File: config.mk
export PLATFORM = sky130hd
export DESIGN_NAME = delay_stream_rx
export DESIGN_NICKNAME = d
export VERILOG_FILES = /design/src/rtl/stream_pkg.sv /design/src/rtl/xy_counter.sv /design/src/rtl/delay_stream_rx.sv
export SDC_FILE = /design/constraint.sdc
export NUM_CORES = 1
export LEC_CHECK = 0
export BUFFER_PORTS_ARGS = -buffer_cell sky130_fd_sc_hd__buf_2
export CORE_UTILIZATION = 41
export DETAILED_ROUTE_END_ITERATION = 8
export PLACE_DENSITY_LB_ADDON = 0.25
export SYNTH_ARGS = -nofsm -noshare
export SYNTH_HDL_FRONTEND = slang
export SYNTH_SLANG_ARGS = --single-unit
export TNS_END_PERCENT = 20
File: constraint.sdc
create_clock -name clk -period 8.85 [get_ports clk]
set_clock_uncertainty 0.15 [all_clocks]
set_input_delay 0.885 -clock clk [delete_from_list [all_inputs] [get_ports clk]]
set_output_delay 0.885 -clock clk [all_outputs]
set_load 0.05 [all_outputs]
File: src/rtl/stream_pkg.sv
// stream_pkg: state encoding and default geometry shared by the delayed pixel stream stages
package stream_pkg;

    typedef enum logic [1:0] {IDLE, SKIP, ACTIVE} state_t;

    localparam int DEF_H_ACTIVE = 640;
    localparam int DEF_V_ACTIVE = 480;
    localparam int DEF_DATA_W   = 10;

endpackage

File: src/rtl/xy_counter.sv
// xy_counter: enable-driven column/row counter with exact wrap; clr restarts at 0,0 and an enabled beat in the same cycle counts as beat 0
module xy_counter #(
    parameter int X_W   = 10,
    parameter int Y_W   = 9,
    parameter int H_MAX = 640,
    parameter int V_MAX = 480
) (
    input  logic           clk,
    input  logic           aclr,
    input  logic           clr,
    input  logic           en,
    output logic [X_W-1:0] x,
    output logic [Y_W-1:0] y,
    output logic           x_wrap,
    output logic           xy_last
);

    logic [X_W-1:0] x_b, x_n;
    logic [Y_W-1:0] y_b, y_n;
    logic           wrap_b;

    assign x_wrap  = x == X_W'(H_MAX - 1);
    assign xy_last = x_wrap && y == Y_W'(V_MAX - 1);

    // next count from the (possibly cleared) base value
    always_comb begin
        x_b    = clr ? '0 : x;
        y_b    = clr ? '0 : y;
        wrap_b = x_b == X_W'(H_MAX - 1);
        x_n    = !en ? x_b : wrap_b ? '0 : x_b + 1'b1;
        y_n    = !(en && wrap_b) ? y_b : (y_b == Y_W'(V_MAX - 1)) ? '0 : y_b + 1'b1;
    end

    // counter registers
    always_ff @(posedge clk or posedge aclr) begin
        if (aclr) begin
            x <= '0;
            y <= '0;
        end else begin
            x <= x_n;
            y <= y_n;
        end
    end

endmodule

File: src/rtl/delay_stream_rx.sv
// delay_stream_rx: drops line-buffer warm-up lines and emits a coordinate-tagged stream; DELAY_RX_STAT_EN adds the obj_cnt threshold counter
module delay_stream_rx
    import stream_pkg::*;
#(
    parameter int DATA_W    = DEF_DATA_W,
    parameter int H_ACTIVE  = DEF_H_ACTIVE,
    parameter int V_ACTIVE  = DEF_V_ACTIVE,
    parameter int LINE_SKIP = 2,
    parameter int X_W       = 10,
    parameter int Y_W       = 9
`ifdef DELAY_RX_STAT_EN
    , parameter logic [DATA_W-1:0] THRESH = 10'd512
`endif
) (
    input  logic              clk,
    input  logic              aclr,
    input  logic              frame_start,
    input  logic              ien,
    input  logic [DATA_W-1:0] din,
    output logic              oen,
    output logic [DATA_W-1:0] dout,
    output logic [X_W-1:0]    x_pos,
    output logic [Y_W-1:0]    y_pos,
    output logic              sof,
    output logic              eol,
    output logic              eof,
    output logic              frame_err,
    output logic              busy
`ifdef DELAY_RX_STAT_EN
    , output logic [X_W+Y_W-1:0] obj_cnt
`endif
);

    state_t         state, state_n, restart_st;
    logic [X_W-1:0] x, ox;
    logic [Y_W-1:0] y, oy;
    logic           x_wrap, xy_last, cnt_clr, cnt_en;
    logic           eof_beat, start, skip_end, out_beat, is_sof, ferr;

    assign restart_st = (LINE_SKIP == 0) ? ACTIVE : SKIP;

    // one counter serves as skip-line counter in SKIP and as pixel coordinates in ACTIVE
    xy_counter #(
        .X_W  (X_W),
        .Y_W  (Y_W),
        .H_MAX(H_ACTIVE),
        .V_MAX(V_ACTIVE)
    ) u_cnt (
        .clk    (clk),
        .aclr   (aclr),
        .clr    (cnt_clr),
        .en     (cnt_en),
        .x      (x),
        .y      (y),
        .x_wrap (x_wrap),
        .xy_last(xy_last)
    );

    // next state, counter control and the beat about to be registered; an eof beat wins over a coincident frame_start
    always_comb begin
        eof_beat = state == ACTIVE && ien && xy_last;
        start    = frame_start && !eof_beat;
        skip_end = state == SKIP && ien && x_wrap && y == Y_W'(LINE_SKIP - 1);
        out_beat = start ? (LINE_SKIP == 0) && ien : state == ACTIVE && ien;
        ox       = start ? '0 : x;
        oy       = start ? '0 : y;
        is_sof   = out_beat && ox == '0 && oy == '0;
        ferr     = start && state != IDLE;
        cnt_clr  = frame_start || eof_beat || skip_end;
        cnt_en   = start ? ien : state != IDLE && ien && !eof_beat && !skip_end;
        state_n  = frame_start ? restart_st : eof_beat ? IDLE : skip_end ? ACTIVE : state;
    end

    // state register and registered output stream
    always_ff @(posedge clk or posedge aclr) begin
        if (aclr) begin
            state     <= IDLE;
            oen       <= 1'b0;
            dout      <= '0;
            x_pos     <= '0;
            y_pos     <= '0;
            sof       <= 1'b0;
            eol       <= 1'b0;
            eof       <= 1'b0;
            frame_err <= 1'b0;
            busy      <= 1'b0;
        end else begin
            state     <= state_n;
            oen       <= out_beat;
            if (out_beat) begin
                dout  <= din;
                x_pos <= ox;
                y_pos <= oy;
            end
            sof       <= is_sof;
            eol       <= out_beat && ox == X_W'(H_ACTIVE - 1);
            eof       <= out_beat && ox == X_W'(H_ACTIVE - 1) && oy == Y_W'(V_ACTIVE - 1);
            frame_err <= ferr;
            busy      <= state_n != IDLE;
        end
    end

`ifdef DELAY_RX_STAT_EN
    localparam int CW = X_W + Y_W;
    logic [CW-1:0] acc;

    // count over-threshold output beats from sof; publish the total the cycle after eof
    always_ff @(posedge clk or posedge aclr) begin
        if (aclr) begin
            acc     <= '0;
            obj_cnt <= '0;
        end else begin
            if (out_beat)
                acc <= (is_sof ? '0 : acc) + CW'(din >= THRESH);
            if (eof)
                obj_cnt <= acc;
        end
    end
`endif

endmodule

* Word-level counts from Yosys, hierarchy flattened
Index checks and enable logic that the tools add are counted.
Cells by class: $add $sub $neg 2, reduce and logical (&&, ||, !) cells 24, eq/ne operators 9, mux-type cells 13
Operators by type and width (count):
- two-way mux 10 bit | 4
- two-way mux 9 bit | 4
- equality test 10 bit, second input constant | 3
- equality test 9 bit, second input constant | 3
- logical AND 1 bit | 16
- adder 10 x 1 -> 10 bit, second input constant | 1
- zero test 10 bit | 1
- adder 9 x 1 -> 9 bit, second input constant | 1
- equality test 9 x 1 -> 1 bit, second input constant | 1
- zero test 9 bit | 1
- two-way mux 2 bit | 3
- nonzero test 2 bit | 2
- equality test 2 x 1 -> 1 bit, second input constant | 1
- equality test 2 bit, second input constant | 1
- zero test 1 bit | 2
- logical OR 1 bit | 2
- two-way mux 1 bit | 2
Storage, ports and cells: output and inout port bits 35, input port bits 14, register bits after elaboration 56

* Depth between registers and ports, before layout
Gate-level depths: netlist (run 1).
word-level depth 9, gate-level depth with buffers 13, depth with buffers taken out 10

* By module
Synthesis (run 1) repeated with hierarchy kept, for this count alone.
Second synthesis, totals: cell total of the unflattened synthesis 229, area, all modules 2786.4 um^2
Modules (own cells, without submodules):
- delay_stream_rx | sequential area each 925.9 um^2, cells each 107, times used 1, area each 1662.8 um^2
- xy_counter | sequential area each 475.5 um^2, cells each 122, times used 1, area each 1123.6 um^2

* Least setup slack after synthesis (run 1)
No wires, ideal clock.
path kind input port to flip-flop, from input frame_start, to register u_cnt.y[1], path slack 5.228 ns, path buffers 3, stages on the path 11, library setup time 0.125 ns, data arrival time 3.347 ns, cell sequence clkbuf_1 a21oi_1 clkbuf_1 clkbuf_1 and3_1 ha_1 nand3_1 nor3_1 nand2b_1 nor3_1 mux2_2
Between the ends: longest elaborated chain between the ends 6
RTL lines:
- start: declaration | RTL line delay_stream_rx.sv:17 | input logic frame_start,
- logical OR 1 bit (2 in series) | RTL line delay_stream_rx.sv:69 | cnt_clr = frame_start || eof_beat || skip_end;
- two-way mux 9 bit or two-way mux 10 bit (tied branches) | RTL line xy_counter.sv:28, xy_counter.sv:27
- adder 9 x 1 -> 9 bit (tied with other cells) | RTL line xy_counter.sv:31 | y_n = !(en && wrap_b) ? y_b : (y_b == Y_W'(V_MAX - 1)) ? '0 : y_b + 1'b1;
- two-way mux 9 bit or logical AND 1 bit (tied branches) | RTL line xy_counter.sv:31
- two-way mux 9 bit * | RTL line xy_counter.sv:31
- net u_cnt.y_n[1] | RTL line xy_counter.sv:19 | logic [Y_W-1:0] y_b, y_n;
- end signal: assignment | RTL line xy_counter.sv:41 | y <= y_n;
- end: declaration | RTL line xy_counter.sv:13 | output logic [Y_W-1:0] y,
Mark *: on every way through the listed nets, which the timed path passes. The rest lies on a longest branch. A chain may end at the register's enable or synchronous reset.

* Final worst setup path (run 1)
from register u_cnt.x[7], to register u_cnt.y[1]
Between the ends: longest elaborated chain between the ends 9
RTL lines:
- start: declaration | RTL line xy_counter.sv:12 | output logic [X_W-1:0] x,
- start signal: assignment | RTL line xy_counter.sv:40 | x <= x_n;
- equality test 10 bit | RTL line xy_counter.sv:22 | assign x_wrap = x == X_W'(H_MAX - 1);
- logical AND 1 bit | RTL line xy_counter.sv:23 | assign xy_last = x_wrap && y == Y_W'(V_MAX - 1);
- logical AND 1 bit | RTL line delay_stream_rx.sv:61 | eof_beat = state == ACTIVE && ien && xy_last;
- logical OR 1 bit or zero test 1 bit (tied branches) | RTL line delay_stream_rx.sv:69, delay_stream_rx.sv:62, delay_stream_rx.sv:70
- logical OR 1 bit or logical AND 1 bit (tied branches) | RTL line delay_stream_rx.sv:69, delay_stream_rx.sv:70
- two-way mux 9 bit (tied with other cells) | RTL line xy_counter.sv:28 | y_b = clr ? '0 : y;
- adder 9 x 1 -> 9 bit (tied with other cells) | RTL line xy_counter.sv:31
- two-way mux 9 bit or logical AND 1 bit (tied branches) | RTL line xy_counter.sv:31
- two-way mux 9 bit * | RTL line xy_counter.sv:31
- net u_cnt.y_n[1] | RTL line xy_counter.sv:19
Marked as above.

==> results of run 1 <==
==> synth_stat cells, drive strengths merged (5+ instances only) <==
master | instances | area (um2)
buf | 7 | 47.5
nor3 | 11 | 55.1
nand3 | 14 | 70.1
a21oi | 8 | 40.0
o21ai | 7 | 35.0
nor2 | 11 | 41.3
o31ai | 5 | 37.5
dfrtp | 56 | 1400
mux2 | 30 | 338
and3 | 5 | 31.3
nand2 | 15 | 56.3
nand4 | 11 | 68.8
clkbuf | 7 | 26.3
nor4 | 10 | 62.6
inv | 5 | 18.8
==> layout make-up <==
type | instances | area, um2 | area share
tap | 77 | 96.3 | 0.0308
timing repair buffer | 52 | 270 | 0.0863
sequential | 56 | 1400 | 0.448
clock buffer | 6 | 82.6 | 0.0264
multi-input combinational | 172 | 1220 | 0.390
clock inverter | 2 | 38.8 | 0.0124
inverter | 5 | 18.8 | 0.00600
==> cells by family (layout without fill, tap and decap cells) <==
family,Yosys count,count (layout),synth area share
adders and majority gates,2,2,0.00921
xor gates and xnor gates,5,5,0.0161
AOI/OAI and AO/OA,34,34,0.0861
and+or+nand+nor,97,97,0.199
DFF,56,56,0.516
muxes,34,34,0.139
buffers and inverters,19,65,0.0341
==> sequential cells by signal, summed over array words and instances (netlist names) <==
register / count
dout: 10
u_cnt.x: 10
x_pos: 10
u_cnt.y: 9
y_pos: 9
state: 2
busy: 1
eof: 1
eol: 1
frame_err: 1
oen: 1
sof: 1
==> report_power, final <==
group,internal (mW),total [mW],switching (mW),leakage (nW)
Clock,0.0926,0.174,0.0810,0.0614
Combinational,0.00823,0.0265,0.0183,0.711
Sequential,0.258,0.261,0.00246,0.765
Total,0.359,0.461,0.102,1.54
==> routing by layer <==
metal / vias up / track usage / part of all wire
li1: 1011 / - / -
met3: 7 / 0.0258 / 0.046
met5: - / 0 / 0
met2: 63 / 0.302 / 0.49
met1: 1070 / 0.239 / 0.45
met4: 0 / 0.0815 / 0.013
==> critical path: cells and delay by family (launching register included) <==
family / cells / cell delay [ns]
adder cells (fa/ha/maj): 1 / 0.20
flip-flops: 1 / 0.47
multiplexers: 1 / 0.31
AND/OR/NAND/NOR: 8 / 2.42
==> per-stage QoR <==
stage	setup slack [ns]	instances	hold WS [ns]	utilization	instance area, um2
after detailed placement	4.98	362	0.337	0.471	3010
final	5.18	370	0.356	0.490	3130
after global routing	4.99	370	0.364	0.490	3130
after global placement	5.11	362	0.320	0.471	3010
after CTS	5.19	370	0.361	0.490	3130
after floorplan	5.23	247	0.389	-	2720
==> how the worst max path moves through the flow <==
| stage | startpoint | endpoint | slack, ns | cells past startpoint |
|---|---|---|---|---|
| 2_1_floorplan | frame_start | u_cnt.y[1] | 5.23 | 11 |
| 3_3_place_gp | ien | u_cnt.y[1] | 5.11 | 12 |
| 3_5_place_dp | ien | u_cnt.y[1] | 4.98 | 12 |
| 4_1_cts | u_cnt.x[7] | u_cnt.y[1] | 5.19 | 10 |
| 5_1_grt | ien | u_cnt.y[6] | 4.99 | 11 |
| 6_report | u_cnt.x[7] | u_cnt.y[1] | 5.18 | 10 |
==> results.py, run 1 <==
metrics = {
    "routing": {
        "dr.pass1.iters": 4,
        "vias": 2151,
        "finalWirelength_mm": 6.01,
        "via_per_inst": 5.81,
        "drtIter0Drc": 149,
        "drc": 0,
        "ant_nets": 0,
        "wl_per_cell_um": 16.2,
    },
    "grt": {
        "grt_max_degree": 57,
        "antenna_found_initial": 0,
        "grt_pass1_wl_mm": 10.1,
        "grtUsageTotal": 0.183,
        "grt_pass1_vias": 2097,
        "grt.overflow.total": 0,
    },
    "synth": {
        "synth_area_um2": 2720,
        "synth_edf_count": 0,
        "syn_inst": 247,
        "synth_area_per_cell_um2": 11.0,
        "synth_top_flop_cell": "dfrtp_1",
        "yosys_warnings": 0,
        "yosysSeqAreaShare": 0.516,
        "synth.net_count": 263,
        "yosysUniqueCellTypes": 46,
        "synth-seq-cells": 56,
        "async_reset_ff_frac": 1.00,
    },
    "min_path": {
        "min_from": "dout[1]",
        "hold_class": "flip-flop to flip-flop",
        "worstHoldPathCells": 1,
        "min_to": "dout[1]",
    },
    "placement": {
        "gp_congestion": 0.922,
        "port_buffers": 48,
        "dp_hpwl_mm": 4.26,
    },
    "timing": {
        "hold_violations": 0,
        "relSlewSlack": 0.240,
        "finalSetupViolCount": 0,
        "fmax_ghz": 0.272,
        "fin_crit_sh": 0.415,
        "finalSetupTns_ns": 0,
        "period_needed_ns": 3.67,
        "rsz0062_at_grt": "no",
        "slew_viol_final": 0,
        "worst_slew_pin_slew_ns": 1.13,
    },
    "floorplan": {
        "io_pins": 49,
        "die_w_um": 83.4,
        "core_region_area_um2": 6390,
        "initial_utilization": 0.425,
        "dieArea_um2": 6950,
        "rows": 29,
        "die_y_um": 83.4,
    },
    "clock_tree": {
        "cts.clk_slew.worst_paths_ns": 0.10,
        "post_cts_resized": 0,
        "post-cts-setup-buffer-count": 0,
        "cts_buffers": 5,
        "cts-root-buf": "clkbuf_8",
        "cts_hold_buf": 0,
        "cts_tree": "built",
        "clk_latency_ns": 0.31,
        "cts.sinks": 56,
        "h-tree-depth": 2,
        "clk_path_buf_depth": 2,
    },
    "power_and_ir_drop": {
        "leakagePower_nw": 1.54,
        "ir_drop_mv": 0.0640,
        "power_per_cell_area_nw_per_um2": 147,
        "power_mw": 0.461,
    },
    "layout": {
        "nFillCells": 595,
        "final_common_cell": "dfrtp_1",
        "area_delta_synth_final_pct": 15.2,
        "nNetsFinal": 308,
        "antenna_cells": 0,
        "post_route_cells_drive_above_1_share": 0.324,
        "final_cell_mix": "dfrtp_1, buf_2, mux2_2",
    },
    "outcome": {
        "outcome": "complete, no violations",
    },
    "critical_path": {
        "end_kind": "flip-flop",
        "required_ns": 8.90,
        "cp.arrival_ns": 3.72,
        "rrSetupSlack_ns": 5.18,
        "path_common_cell": "nor3_1",
        "crit_slowest_cell": "or4_4",
        "rr_worst_depth": 10,
        "cp-start-kind": "flip-flop",
        "crit_type": "flip-flop to flip-flop",
        "r2r_end": "u_cnt.y[1]",
        "worstPathMaxFanout": 13,
        "slowest_delay_ns": 0.66,
        "r2r-start": "u_cnt.x[7]",
        "worstPathCellList": "or3b_4, or3_4, or4_4, and3_1, ha_1, nand3_1, nor3_1, nand2b_1, nor3_1, mux2_2",
    },
    "job": {
        "cap_violations": 0,
    },
}
(Power assumes the default switching activity.)
==> run 2, diff against run 1 <==
--- a/config.mk
+++ b/config.mk
@@ -5,6 +5,7 @@
 export SDC_FILE = /design/constraint.sdc
 export NUM_CORES = 1
 export LEC_CHECK = 0
+export ABC_AREA = 1
 export BUFFER_PORTS_ARGS = -buffer_cell sky130_fd_sc_hd__buf_2
 export CORE_UTILIZATION = 41
 export DETAILED_ROUTE_END_ITERATION = 8
==> constraint.sdc (replaced) <==
create_clock -name clk -period 3.45 [get_ports clk]
set_clock_uncertainty 0.15 [all_clocks]
set_input_delay 0.345 -clock clk [delete_from_list [all_inputs] [get_ports clk]]
set_output_delay 0.345 -clock clk [all_outputs]
set_load 0.05 [all_outputs]
==> run 2 against run 1 <==
- worst hold slack got worse by 0.27 ns
- final cell count grew 37%
- via count rose by 14%
- global-route usage is essentially flat
- largest cell class unchanged
==> results.py, run 2 <==
metrics = {
    "synth": {
        "yosysTopAreaCell": "dfrtp_1",
        "synth_area_leaders": "dfrtp_1, nand2_1, inv_1",
        "ys_top_cells_by_count": "nand2_1, dfrtp_1, inv_1",
        "syn_inst": 362,
        "yosysSeqAreaShare": 0.488,
        "async_reset_ff_frac": 1.00,
        "synth_top_flop_cell": "dfrtp_1",
        "synth.net_count": 378,
        "synth_area_um2": 2870,
        "synth-seq-cells": 56,
        "synth_area_per_cell_um2": 7.93,
        "yosys_warnings": 0,
        "synth.top_cell.area_share": 0.488,
        "yosys.cell_count.top_type": "nand2_1",
        "synth_edf_count": 0,
        "yosysUniqueCellTypes": 29,
    },
    "power_and_ir_drop": {
        "power_mw": 1.11,
        "ir_drop_mv": 0.224,
        "power_per_cell_area_nw_per_um2": 335,
        "leakagePower_nw": 1.73,
    },
    "clock_tree": {
        "cts.sinks": 56,
        "clk_latency_ns": 0.30,
        "cts_buffers": 5,
        "cts.clk_slew.worst_paths_ns": 0.09,
        "cts_tree": "built",
        "clk_path_buf_depth": 2,
        "cts-root-buf": "clkbuf_8",
        "h-tree-depth": 2,
    },
    "timing": {
        "rsz0062_at_grt": "no",
        "relSlewSlack": 0.555,
        "slew_viol_final": 0,
        "worst_slew_pin_slew_ns": 0.666,
        "fmax_ghz": 0.315,
        "finalSetupViolCount": 0,
        "hold_violations": 0,
        "period_needed_ns": 3.17,
        "fin_crit_sh": 0.919,
        "finalSetupTns_ns": 0,
    },
    "critical_path": {
        "required_ns": 3.50,
        "crit_family": "simple AND/OR/NAND/NOR gates",
        "worstSetupPathDepth": 17,
        "worstPathMaxFanout": 18,
        "crit_buf_inv": 3,
        "r2r-start": "u_cnt.y[6]",
        "path_common_cell": "nand2_1",
        "end_kind": "flip-flop",
        "worstPathCellList": "inv_1, nor2_1, nand2_1, nor2_2, nand2_4, nand2_4, nor2_4, inv_1, nor2_1, ha_1, nand2_1, nor2_4, nand2_2, nor3_2, nand2_1, nand2_1, inv_1",
        "r2r_end": "u_cnt.y[6]",
        "crit_type": "flip-flop to flip-flop",
        "slowest_delay_ns": 0.47,
        "crit_slowest_cell": "dfrtp_1",
        "rr_worst_depth": 17,
        "rrSetupSlack_ns": 0.28,
        "cp-start-kind": "flip-flop",
        "cp.arrival_ns": 3.23,
    },
    "floorplan": {
        "initial_utilization": 0.422,
        "dieArea_um2": 7340,
        "io_pins": 49,
        "rows": 30,
        "die_w_um": 85.7,
        "core_region_area_um2": 6790,
        "die_y_um": 85.7,
    },
    "layout": {
        "reg_top3": "dout: 10 flops, u_cnt.x: 10 flops, x_pos: 10 flops",
        "ff_latch_area_um2": 1400,
        "final_common_cell": "nand2_1",
        "final_cells": 508,
        "area_delta_synth_final_pct": 15.7,
        "multiInputGateArea_um2": 1260,
        "antenna_cells": 0,
        "nFillCells": 661,
        "nNetsFinal": 429,
        "final_cell_mix": "nand2_1, dfrtp_1, buf_2",
        "post_route_cells_drive_above_1_share": 0.216,
    },
    "min_path": {
        "min_from": "din[3]",
        "min_to": "dout[3]",
        "hold_class": "input port to flip-flop",
        "worstHoldPathCells": 3,
    },
    "grt": {
        "grt.overflow.total": 0,
        "grt_pass1_vias": 2203,
        "grt_max_degree": 34,
        "antenna_found_initial": 0,
        "grtUsageTotal": 0.183,
        "grt_pass1_wl_mm": 10.6,
    },
    "routing": {
        "drc": 0,
        "via_per_inst": 4.81,
        "vias": 2442,
        "wl_per_cell_um": 12.4,
        "finalWirelength_mm": 6.31,
        "drtIter0Drc": 181,
        "ant_nets": 0,
        "dr.pass1.iters": 4,
    },
    "placement": {
        "dp_hpwl_mm": 4.87,
        "port_buffers": 48,
        "gp_congestion": 0.980,
        "place_inst": 501,
    },
    "job": {
        "cap_violations": 0,
    },
    "outcome": {
        "outcome": "complete, no violations",
    },
}
run 2: cell types whose count changed after synthesis, sizes merged, moves of 5 or more:
cell   before  now
nor4       10    1
mux2       30    0
o31ai       5    0
nor3       11    4
nand3      14   24
o21ai       7   29
inv         5   46
and3        5    0
nor2       11   46
nand2      15  123
run 2: cell type report:
type / count / share of cell area
Inverter: 46 / 0.0520
Tap cell: 96 / 0.0362
Sequential cell: 56 / 0.422
Multi-Input combinational cell: 253 / 0.380
Clock inverter: 1 / 0.00905
Timing Repair Buffer: 51 / 0.0799
Clock buffer: 5 / 0.0207
run 2: kinds of logic after synthesis:
group / after synthesis / share of synthesized area
XOR/XNOR: 4 / 0.0122
AO/OA/AOI/OAI: 35 / 0.0659
flip-flops: 56 / 0.488
buffers and inverters: 53 / 0.0724
adder cells (fa/ha/maj): 2 / 0.00872
AND/OR/NAND/NOR: 212 / 0.352
run 2: repair_timing:
| item | 4_1_cts | 5_1_grt |
|---|---|---|
| buffers inserted | 0 | 0 |
| hold buffers | 1 | 0 |
| gates resized for setup | 0 | 0 |
| hold endpoints to repair | 23 | 0 |
run 2: worst reg2reg max path, cell delays in order (launching register included):
cell and delay (ns):
dfrtp_1 0.47, inv_1 0.13, nor2_1 0.06, nand2_1 0.07, nor2_2 0.06, nand2_4 0.10
nand2_4 0.07, nor2_4 0.40, inv_1 0.25, nor2_1 0.22, ha_1 0.20, nand2_1 0.09
nor2_4 0.21, nand2_2 0.13, nor3_2 0.29, nand2_1 0.10, nand2_1 0.07, inv_1 0.03
run 2: how the worst max path moves through the flow:
stage	start	end	slack, ns
floorplan	u_cnt.x[3]	u_cnt.y[4]	0.89
global placement	u_cnt.x[4]	u_cnt.y[6]	0.37
detailed placement	u_cnt.y[3]	u_cnt.y[6]	0.33
CTS	u_cnt.y[3]	u_cnt.y[6]	0.31
global route	u_cnt.x[3]	u_cnt.y[6]	0.02
finish	u_cnt.y[6]	u_cnt.y[6]	0.28
run 2: where the power goes:
part	internal [mW]	switching (mW)	total, mW
registers	0.659	0.00175	0.661
clock network	0.209	0.192	0.400
logic	0.0138	0.0380	0.0518
run 2: per-stage QoR:
step | hold WS, ns | utilization | worst slack [ns] | area, um2
finish | 0.0854 | 0.488 | 0.279 | 3320
global route | 0.0851 | 0.488 | 0.0160 | 3320
detailed placement | 0.267 | 0.472 | 0.333 | 3210
global placement | 0.262 | 0.472 | 0.366 | 3210
floorplan | 0.277 | - | 0.895 | 2870
CTS | 0.0821 | 0.488 | 0.311 | 3320
run 2: layer usage:
layer  track usage  wire, um
met5             0         0
met4        0.0470        56
met3        0.0289       306
met2         0.301      2960
met1         0.254      2980
